`src/rtl/pc_pkg.sv`:
```
// Shared constants and next-PC source encoding for the fetch PC stage.
package pc_pkg;

  localparam int unsigned PC_W_DEF = 32;

  localparam logic [PC_W_DEF-1:0] RESET_PC_DEF = 32'h0000_3000;
  localparam logic [PC_W_DEF-1:0] EXC_VEC_DEF  = 32'h0000_4180;

  localparam int unsigned CLA_SLICE_W = 4;

  // Next-PC source, listed from highest to lowest priority.
  typedef enum logic [2:0] {
    SEL_RST  = 3'd0,
    SEL_EXC  = 3'd1,
    SEL_HOLD = 3'd2,
    SEL_JR   = 3'd3,
    SEL_BR   = 3'd4,
    SEL_SEQ  = 3'd5
  } pc_sel_e;

endpackage : pc_pkg

```
`src/rtl/pc_unit_cla_adder_n.sv`:
```
// N-bit adder built as a ripple of 4-bit carry-lookahead slices.
module cla_adder_n
  import pc_pkg::*;
#(
  parameter int unsigned WIDTH = 32
) (
  input  logic [WIDTH-1:0] x,
  input  logic [WIDTH-1:0] y,
  input  logic             cin,
  output logic [WIDTH-1:0] s,
  output logic             cout
);

  localparam int unsigned NSLICE = WIDTH / CLA_SLICE_W;

  // Carry into each slice; c[NSLICE] is the final carry-out.
  logic [NSLICE:0] c;

  assign c[0] = cin;

  for (genvar i = 0; i < int'(NSLICE); i++) begin : g_slice
    logic [3:0] g;
    logic [3:0] p;
    logic [4:0] cc;

    // Bit generate/propagate for this slice.
    assign g = x[4*i +: 4] & y[4*i +: 4];
    assign p = x[4*i +: 4] ^ y[4*i +: 4];

    // Lookahead carries inside the slice, all derived from the slice carry-in.
    assign cc[0] = c[i];
    assign cc[1] = g[0] | (p[0] & cc[0]);
    assign cc[2] = g[1] | (p[1] & g[0]) | (p[1] & p[0] & cc[0]);
    assign cc[3] = g[2] | (p[2] & g[1]) | (p[2] & p[1] & g[0])
                 | (p[2] & p[1] & p[0] & cc[0]);
    assign cc[4] = g[3] | (p[3] & g[2]) | (p[3] & p[2] & g[1])
                 | (p[3] & p[2] & p[1] & g[0])
                 | (p[3] & p[2] & p[1] & p[0] & cc[0]);

    assign s[4*i +: 4] = p ^ cc[3:0];
    assign c[i+1]      = cc[4];
  end

  assign cout = c[NSLICE];

endmodule : cla_adder_n

```
`src/rtl/pc_unit.sv`:
```
// Fetch program counter: registered PC with priority next-PC selection and
// misaligned-jump redirection to the exception vector.
module pc_unit
  import pc_pkg::*;
#(
  parameter int unsigned           WIDTH    = 32,
  parameter logic [WIDTH-1:0]      RESET_PC = WIDTH'(RESET_PC_DEF),
  parameter logic [WIDTH-1:0]      EXC_VEC  = WIDTH'(EXC_VEC_DEF),
  parameter int unsigned           INC      = 4,
  parameter int unsigned           OFF_W    = 16,
  parameter int unsigned           ALIGN    = 2
) (
  input  logic             clk,
  input  logic             rst,
  input  logic             stall,
  input  logic             br_taken,
  input  logic [OFF_W-1:0] br_off,
  input  logic             jr_en,
  input  logic [WIDTH-1:0] jr_addr,
  input  logic             exc,
  output logic [WIDTH-1:0] pc,
  output logic [WIDTH-1:0] pc_plus_inc,
  output logic             misalign,
  output logic [WIDTH-1:0] bad_addr
);

  localparam int unsigned EXT_W = WIDTH - OFF_W;

  logic [WIDTH-1:0] pc_q, pc_d;
  logic             misalign_q, misalign_d;
  logic [WIDTH-1:0] bad_addr_q, bad_addr_d;

  pc_sel_e          sel_c;
  logic             jr_misaligned_c;
  logic [WIDTH-1:0] br_off_sh_c;
  logic [WIDTH-1:0] br_target_c;
  logic             inc_cout_unused;
  logic             br_cout_unused;

  // Sequential successor of the current PC.
  cla_adder_n #(.WIDTH(WIDTH)) u_inc_add (
    .x    (pc_q),
    .y    (WIDTH'(INC)),
    .cin  (1'b0),
    .s    (pc_plus_inc),
    .cout (inc_cout_unused)
  );

  // Branch offset is in instruction words: sign-extend then scale to bytes.
  always_comb begin
    br_off_sh_c = {{EXT_W{br_off[OFF_W-1]}}, br_off} << ALIGN;
  end

  // Branch target is relative to the sequential successor.
  cla_adder_n #(.WIDTH(WIDTH)) u_br_add (
    .x    (pc_plus_inc),
    .y    (br_off_sh_c),
    .cin  (1'b0),
    .s    (br_target_c),
    .cout (br_cout_unused)
  );

  // Jump targets must have their low ALIGN bits clear.
  always_comb begin
    jr_misaligned_c = |jr_addr[ALIGN-1:0];
  end

  // Priority select of the next-PC source.
  always_comb begin
    sel_c = SEL_SEQ;
    if (rst)           sel_c = SEL_RST;
    else if (exc)      sel_c = SEL_EXC;
    else if (stall)    sel_c = SEL_HOLD;
    else if (jr_en)    sel_c = SEL_JR;
    else if (br_taken) sel_c = SEL_BR;
  end

  // Next-state values for PC and the misalignment report.
  always_comb begin
    pc_d       = pc_plus_inc;
    misalign_d = 1'b0;
    bad_addr_d = bad_addr_q;
    unique case (sel_c)
      SEL_RST: begin
        pc_d       = RESET_PC;
        bad_addr_d = '0;
      end
      SEL_EXC:  pc_d = EXC_VEC;
      SEL_HOLD: pc_d = pc_q;
      SEL_JR: begin
        if (jr_misaligned_c) begin
          pc_d       = EXC_VEC;
          misalign_d = 1'b1;
          bad_addr_d = jr_addr;
        end else begin
          pc_d = jr_addr;
        end
      end
      SEL_BR:  pc_d = br_target_c;
      SEL_SEQ: pc_d = pc_plus_inc;
      default: pc_d = pc_plus_inc;
    endcase
  end

  // State registers with synchronous reset.
  always_ff @(posedge clk) begin
    if (rst) begin
      pc_q       <= RESET_PC;
      misalign_q <= 1'b0;
      bad_addr_q <= '0;
    end else begin
      pc_q       <= pc_d;
      misalign_q <= misalign_d;
      bad_addr_q <= bad_addr_d;
    end
  end

  assign pc       = pc_q;
  assign misalign = misalign_q;
  assign bad_addr = bad_addr_q;

endmodule : pc_unit

```
`config.mk`:
```
export PLATFORM = sky130hd
export DESIGN_NAME = pc_unit
export DESIGN_NICKNAME = d
export VERILOG_FILES = /design/src/rtl/pc_pkg.sv /design/src/rtl/pc_unit_cla_adder_n.sv /design/src/rtl/pc_unit.sv
export SDC_FILE = /design/constraint.sdc
export NUM_CORES = 1
export LEC_CHECK = 0
export ABC_AREA = 1
export CORE_ASPECT_RATIO = 0.75
export CORE_MARGIN = 1.5
export CORE_UTILIZATION = 42
export CTS_CLUSTER_SIZE = 40
export DETAILED_ROUTE_END_ITERATION = 7
export PLACE_DENSITY_LB_ADDON = 0.05
export SLEW_MARGIN = 20
export SYNTH_ARGS = -nofsm -noshare
export SYNTH_HDL_FRONTEND = slang
export SYNTH_SLANG_ARGS = --single-unit
```
`constraint.sdc`:
```
create_clock -name clk -period 3.7 [get_ports clk]
set_input_delay 0.74 -clock clk [delete_from_list [all_inputs] [get_ports clk]]
set_output_delay 0.74 -clock clk [all_outputs]
set_load 0.005 [all_outputs]
```
==> parameters.txt, run 1 <==
Parameter                              Value

Status
  Run status ... complete, but fails checks
  Violated checks ... setup timing

Timing
  Final Max Tran Viols ... 0
  Worst Hold Margin ... around 450 ps
  Setup repair after global routing missed its margin ... yes
  Setup-failing EPs final ... 3
  Slew headroom ... 0.421
  Final hold violation count ... 0
  Final clock period utilization by the worst path ... 1.07
  Top achievable clock speed ... between 0.2 and 0.3 GHz
  Worst clock skew ... approximately 4.3 ps
  Final min period ... approximately 3900 ps
  Final worst-path setup slack ... -248 ps
  Post-route setup TNS ... -377 ps
  Slew at the pin with the worst max-slew slack ... between 800 and 900 ps

Critical path
  Worst path arrival time ... about 4200 ps
  Worst setup EP type ... register
  Crit path launch type ... register
  Reg-to-reg setup timing slack ... -250 ps
  Worst-path fanout max ... 4
  Category of cells accounting for the largest share of critical-path delay ... simple AND/OR/NAND/NOR gates
  Reg2reg start ... pc[2]$_SDFFE_PP0P_
  Reg-to-reg critical path endpoint ... pc[29]$_SDFFE_PP0P_
  Cell with the biggest individual delay on the critical path ... sky130_fd_sc_hd__fa_2
  CP Data Required Time ... 3920 ps
  Count of cells along the worst register-to-register path ... 30
  Largest stage delay on the critical path ... roughly 360 ps
  Kind of critical path ... register to register
  Cell repeated most along the worst path ... sky130_fd_sc_hd__nor2_4
  Number of buffer and inverter stages on the critical path ... 3

Finish
  Area growth from synthesis to final layout ... 63.8%
  Layout net count ... roughly 1000
  Final cell area excluding filler cells ... 0.00743 sq mm
  Antenna diode count ... 0
  Layout cells sized above 1 ... 0.197

GRT
  Antenna violations before repair ... 0
  Maximum number of pins on one net before global-route repair ... 27
  Global-route wire length before repair ... 25.9 mm
  Congestion Overflow GR ... 0
  Via count of the first global-routing pass ... about 5200
  Overall fraction of global-route tracks in use ... 0.297

Logic synthesis
  Number of nets in the synthesized netlist ... approximately 770
  Area of the mapped netlist ... 0.00454 sq mm
  Seq/Total Area, Yosys ... 0.287
  Most used standard cells in the synthesized netlist ... 134 x sky130_fd_sc_hd__nand2_1, 102 x sky130_fd_sc_hd__nor2_1, 93 x sky130_fd_sc_hd__inv_1
  Number of flops mapped to enable cells by yosys ... 0
  Synthesized area divided by synthesized cell count ... 6.73 sq um
  Most area-consuming cells after synthesis ... sky130_fd_sc_hd__dfxtp_1 29%, sky130_fd_sc_hd__nand2_1 11%, sky130_fd_sc_hd__ha_1 9.9%
  Dominant synthesized flop cell ... sky130_fd_sc_hd__dfxtp_1
  Portion of synthesized cell area occupied by the leading cell type ... 0.287
  Cell type with the highest aggregate area in the netlist ... sky130_fd_sc_hd__dfxtp_1
  Yosys warns ... 0
  Most frequent cell after synthesis ... sky130_fd_sc_hd__nand2_1
  Post-synth ARST share ... 0
  Post-synth cell types ... 39
  Post-synthesis register bit count ... 65
  Synth Instances ... 674

Floorplan
  Core Region ... around 0.010 sq mm
  Full die area ... between 0.01 and 0.015 sq mm
  Overall die height ... approximately 93 um
  Width of the die ... around 120 um
  I/O pin count ... 151
  Number of standard-cell rows in the floorplan ... 32
  Initial Util ... 0.436

Clock tree
  Number of hold buffers added after cts ... 0
  Clock input transition at the sequential cells of the worst setup and hold paths ... about 60 ps
  Clock tree root driver cell ... sky130_fd_sc_hd__clkbuf_16
  Later-pin clock latency in the skew report ... between 300 and 400 ps
  Count of H-tree levels built during CTS ... 3
  TritonCTS Buffers ... 9
  TritonCTS clock tree ... done
  Max Root-Sink Buffers ... 2
  Sink count of the clock tree ... 65

Placement
  Count of input and output buffers ... 150
  Worst slack at placement ... -422 ps
  Standard cell area after detailed placement ... about 0.0068 sq mm
  Routability congestion estimate from global placement ... around 0.94
  Total half-perimeter wirelength after legalization and detailed placement ... 12.8 mm

Min path
  Hold path startpoint ... pc[0]$_SDFFE_PP0P_
  Cell count of the worst hold path ... 2
  Type of the tightest min-delay check ... register to register
  Capture endpoint of the worst hold path ... pc[0]$_SDFFE_PP0P_

Route
  Final routed wire length divided by cell count ... between 15 and 20 um
  Detailed-route via count ... 5423
  Final routed DRC violation total ... 0
  Detailed-route vias per instance ... about 5.2
  Total length of routed wires ... roughly 17 mm
  DR iter-0 viols ... between 400 and 500
  Post-DRT Antenna Nets ... 0
  First drt pass iteration count ... 5

Power and ir drop
  Post-layout power ... 0.00221 W
  Cell leakage power ... about 3.5 nW
  P per Cell Area ... 298 mW/mm^2
  Worst IR drop on VDD ... about 0.21 mV

Flow run
  Maximum Capacitance Violations ... 0
==> metrics by stage <==
stage | cells | utilization
2_1_floorplan | 674 | -
3_3_place_gp | 1014 | 0.651
3_5_place_dp | 1014 | 0.651
4_1_cts | 1039 | 0.698
5_1_grt | 1044 | 0.714
6_report | 1044 | 0.714
==> final cells by class <==
cell class              count  area (sq um)
clock inverters             7          80.1
well taps                 136           170
fillers                   866          2980
inverters                 102           387
clock buffers               9           225
multi-input cells         483          3060
flip-flops and latches     65          1300
repair buffers            242          2210
==> how the worst max path moves through the flow <==
stage / end / slack (ps) / cells after the start / from
after global placement: pc[29]$_SDFFE_PP0P_ / -270 / 29 / pc[2]$_SDFFE_PP0P_
after CTS: pc[29]$_SDFFE_PP0P_ / -250 / 29 / pc[2]$_SDFFE_PP0P_
final: pc[29]$_SDFFE_PP0P_ / -250 / 30 / pc[2]$_SDFFE_PP0P_
after detailed placement: pc[29]$_SDFFE_PP0P_ / -420 / 30 / pc[3]$_SDFFE_PP0P_
after global routing: pc[29]$_SDFFE_PP0P_ / -480 / 30 / pc[2]$_SDFFE_PP0P_
after floorplan: pc[29]$_SDFFE_PP0P_ / -230 / 29 / pc[2]$_SDFFE_PP0P_
==> tightest hold or removal path, delay by kind of cell, from the launching register on <==
family,cells,cell delay [ps]
buf+inv,1,50
flops,1,320
simple gates,1,40
==> where the power goes <==
part | switching (W) | internal, W
registers | 0.0000251 | 0.000730
logic | 0.000277 | 0.000291
clock network | 0.000361 | 0.000528
total | 0.000663 | 0.00155
==> kinds of logic after synthesis <==
| logic type | synth area share |
|---|---|
| fa+ha+maj | 0.135 |
| xor+xnor | 0.0290 |
| buf+inv | 0.108 |
| simple gates | 0.263 |
| compound gates | 0.179 |
| flops | 0.287 |
==> routing by layer <==
layer | track usage | part of all wire | routed length, um | vias to the layer above
met4 | 0.108 | 0.023 | 395 | 0
li1 | - | - | - | 2636
met3 | 0.0811 | 0.089 | 1500 | 33
met1 | 0.405 | 0.45 | 7530 | 2490
met5 | 0 | 0 | 0 | -
met2 | 0.449 | 0.44 | 7470 | 264
==> cells in the final DEF, fill, tap and decap left out, drive strengths merged, types with 10 or more instances in the layout <==
master,synthesis,final
clkdlybuf4s50,0,142
nand2,137,137
nor2,109,109
inv,100,101
buf,8,92
o21ai,80,80
dfxtp,65,65
ha,36,36
a21oi,32,32
nand3,26,26
xor2,13,13
clkbuf,16,10
==> registers in the layout (all words and copies together), names as in the netlist <==
| signal | flops |
|---|---|
| misalign | 1 |
| bad_addr | 32 |
| pc | 32 |
==> timing repair <==
item,4_1_cts,5_1_grt
gates cloned,0,0
gates resized for setup,27,37
endpoints found under the setup margin,14,21
pin swaps,8,12
buffers inserted,9,6
Power figures use the tool's default switching activity.
==> inputs of run 2 (changes only) <==
Settings changed: CTS_CLUSTER_DIAMETER from default to 80, TNS_END_PERCENT from default to 50.
==> run 2 against run 1 <==
The flow still finishes with violations (setup timing). Critical path depth fell by 1. Flip-flop and latch count did not move. Non-clock buffer count fell by 3. Global-route usage did not move. Final cell count fell by 0.29%. Critical path type unchanged. Die area did not move. Final area fell by 0.56%. Sequential share of layout area rose by 0.098 points. Combinational power barely moved. Critical endpoint unchanged. Register-to-register slack got worse by 30 ps.
==> parameters.txt, run 2 (synthesized netlist as in run 1, its figures left out) <==
Parameter                              Value

Timing
  Final worst-path setup slack ... -280 ps (-31.7 ps)
  Worst clock skew ... 4.38 ps (+0.0401 ps)
  Top achievable clock speed ... 0.251 GHz (-0.80%)
  Final min period ... 3980 ps (+31.7 ps)
  Setup repair after global routing missed its margin ... yes
  Setup-failing EPs final ... 4 (+1)
  Final Max Tran Viols ... 0 (unchanged)
  Final hold violation count ... 0 (unchanged)
  Final clock period utilization by the worst path ... 1.08 (+0.00857)
  Slew headroom ... 0.421 (about the same)
  Slew at the pin with the worst max-slew slack ... 867 ps (-0.441 ps)

Route
  Total length of routed wires ... 16.9 mm (about the same)
  First drt pass iteration count ... 5 (unchanged)
  DR iter-0 viols ... 412 (-7.2%)
  Final routed DRC violation total ... 0 (unchanged)
  Final routed wire length divided by cell count ... 16.2 um (+0.21%)
  Detailed-route via count ... 5404 (-0.35%)
  Post-DRT Antenna Nets ... 0 (unchanged)
  Detailed-route vias per instance ... 5.19 (about the same)

Flow run
  Maximum Capacitance Violations ... 0 (unchanged)

Critical path
  Worst setup EP type ... register
  Reg2reg start ... pc[2]$_SDFFE_PP0P_
  Cell with the biggest individual delay on the critical path ... sky130_fd_sc_hd__fa_2
  CP Data Required Time ... 3930 ps (about the same)
  Worst path arrival time ... 4200 ps (+30 ps)
  Reg-to-reg critical path endpoint ... pc[29]$_SDFFE_PP0P_
  Largest stage delay on the critical path ... 360 ps (about the same)
  Count of cells along the worst register-to-register path ... 29 (-3.3%)
  Reg-to-reg setup timing slack ... -280 ps (-30 ps)
  Cell repeated most along the worst path ... sky130_fd_sc_hd__nor2_4
  Kind of critical path ... register to register
  Crit path launch type ... register
  Worst-path fanout max ... 4 (unchanged)

Clock tree
  Sink count of the clock tree ... 65 (unchanged)
  Number of hold buffers added after cts ... 0 (unchanged)
  Max Root-Sink Buffers ... 2 (unchanged)
  TritonCTS clock tree ... done
  TritonCTS Buffers ... 9 (unchanged)
  Clock input transition at the sequential cells of the worst setup and hold paths ... 60 ps (about the same)
  Count of H-tree levels built during CTS ... 3 (unchanged)
  Later-pin clock latency in the skew report ... 340 ps (about the same)
  Clock tree root driver cell ... sky130_fd_sc_hd__clkbuf_16

Floorplan
  Number of standard-cell rows in the floorplan ... 32 (unchanged)
  Core Region ... 0.0104 sq mm (unchanged)
  Full die area ... 0.0114 sq mm (unchanged)
  I/O pin count ... 151 (unchanged)
  Width of the die ... 123 um (unchanged)
  Overall die height ... 93.0 um (unchanged)
  Initial Util ... 0.436 (unchanged)

Min path
  Cell count of the worst hold path ... 2 (unchanged)
  Capture endpoint of the worst hold path ... pc[0]$_SDFFE_PP0P_
  Type of the tightest min-delay check ... register to register
  Hold path startpoint ... pc[0]$_SDFFE_PP0P_

Placement
  Standard cell area after detailed placement ... 0.00678 sq mm (unchanged)
  Count of input and output buffers ... 150 (unchanged)
  Routability congestion estimate from global placement ... 0.940 (unchanged)
  Total half-perimeter wirelength after legalization and detailed placement ... 12.8 mm (unchanged)

GRT
  Antenna violations before repair ... 0 (unchanged)
  Met1 GRT Util ... 0.405 (unchanged)
  Overall fraction of global-route tracks in use ... 0.297 (unchanged)
  Congestion Overflow GR ... 0 (unchanged)
  Maximum number of pins on one net before global-route repair ... 27 (unchanged)
  GR met3 Demand/Resource ... 0.0811 (unchanged)
  Via count of the first global-routing pass ... 5175 (unchanged)
  Global-route wire length before repair ... 25.9 mm (unchanged)
  Met2 Track Usage GR ... 0.449 (unchanged)
  Most used routing layer ... met2

Power and ir drop
  Cell leakage power ... 3.42 nW (-1.5%)
  Worst IR drop on VDD ... 0.208 mV (+0.76%)
  Post-layout power ... 0.00221 W (about the same)
  P per Cell Area ... 299 mW/mm^2 (+0.51%)

Finish
  Area growth from synthesis to final layout ... 62.9%
  Antenna diode count ... 0 (unchanged)
  Final cell area excluding filler cells ... 0.00739 sq mm (-0.56%)
  Layout net count ... 998 (-0.30%)
  Most frequent cells in the layout ... 143 x sky130_fd_sc_hd__clkdlybuf4s50_1, 123 x sky130_fd_sc_hd__nand2_1, 97 x sky130_fd_sc_hd__nor2_1, 91 x sky130_fd_sc_hd__inv_1, 89 x sky130_fd_sc_hd__buf_4
  Most frequent standard cell in the layout excluding fill and tap cells ... sky130_fd_sc_hd__clkdlybuf4s50_1
  Layout cells sized above 1 ... 0.196 (-0.00156)

Status
  Run status ... complete, but fails checks
  Violated checks ... setup timing
## run 2: changes by cell type in the layout (fill, tap and decap cells not counted), sizes merged
| cell | delta |
|---|---|
| dlymetal6s2s | -2 |
| buf | -2 |
| clkdlybuf4s50 | +1 |
## run 2: per-stage QoR
stage | hold slack, ps | util | setup slack, ps | setup TNS, ps | cells
6_report | 452 | 0.710 | -280 | -405 | 1041
5_1_grt | 489 | 0.710 | -512 | -2410 | 1041
4_1_cts | 448 | 0.698 | -245 | -245 | 1039
3_5_place_dp | 438 | 0.651 | -422 | -1120 | 1014
3_3_place_gp | 432 | 0.651 | -265 | -390 | 1014
2_1_floorplan | 438 | - | -225 | -225 | 674
## run 2: repair_timing
| action | in CTS | in global routing |
|---|---|---|
| buffers inserted | 9 | 3 |
| resized for setup | 27 | 34 |
| gates cloned | 0 | 0 |
| endpoints found under the setup margin | 14 | 21 |
| hold endpoints to repair | 0 | 0 |
| pin swaps | 8 | 10 |
## run 2: worst max path at each step
| stage | start | endpoint | slack (ps) | depth (start not counted) |
|---|---|---|---|---|
| 2_1_floorplan | pc[2]$_SDFFE_PP0P_ | pc[29]$_SDFFE_PP0P_ | -230 | 29 |
| 3_3_place_gp | pc[2]$_SDFFE_PP0P_ | pc[29]$_SDFFE_PP0P_ | -270 | 29 |
| 3_5_place_dp | pc[3]$_SDFFE_PP0P_ | pc[29]$_SDFFE_PP0P_ | -420 | 30 |
| 4_1_cts | pc[2]$_SDFFE_PP0P_ | pc[29]$_SDFFE_PP0P_ | -250 | 29 |
| 5_1_grt | pc[2]$_SDFFE_PP0P_ | pc[29]$_SDFFE_PP0P_ | -510 | 29 |
| 6_report | pc[2]$_SDFFE_PP0P_ | pc[29]$_SDFFE_PP0P_ | -280 | 29 |
## run 2: cell type report
cell class	instances	area, sq um
inverters	102	387
clock inverters	7	80.1
repair buffers	239	2180
clock buffers	9	225
well taps	136	170
multi-input cells	483	3050
flip-flops and latches	65	1300
fillers	866	3020
## run 2: routing by layer
metal | vias up | part of all wire | wire length (um)
met5 | - | 0 | 0
met4 | 0 | 0.026 | 443
met3 | 38 | 0.093 | 1580
met2 | 253 | 0.44 | 7350
met1 | 2485 | 0.44 | 7510
li1 | 2628 | - | -
## run 2: power by group
part           total [W]  leakage, nW  switching, W  internal, W
Clock           0.000888        0.142      0.000361     0.000527
Sequential      0.000755        0.530     0.0000250     0.000730
Combinational   0.000567         2.75      0.000277     0.000290
## run 2: worst max-delay path: cells and delay by family, from the launching register on
family	cells	cell delay, ps
AND/OR/NAND/NOR	17	1840
adder cells (fa/ha/maj)	4	880
AO/OA/AOI/OAI	4	410
flip-flops	1	350
buffers and inverters	3	190
XOR/XNOR	1	180
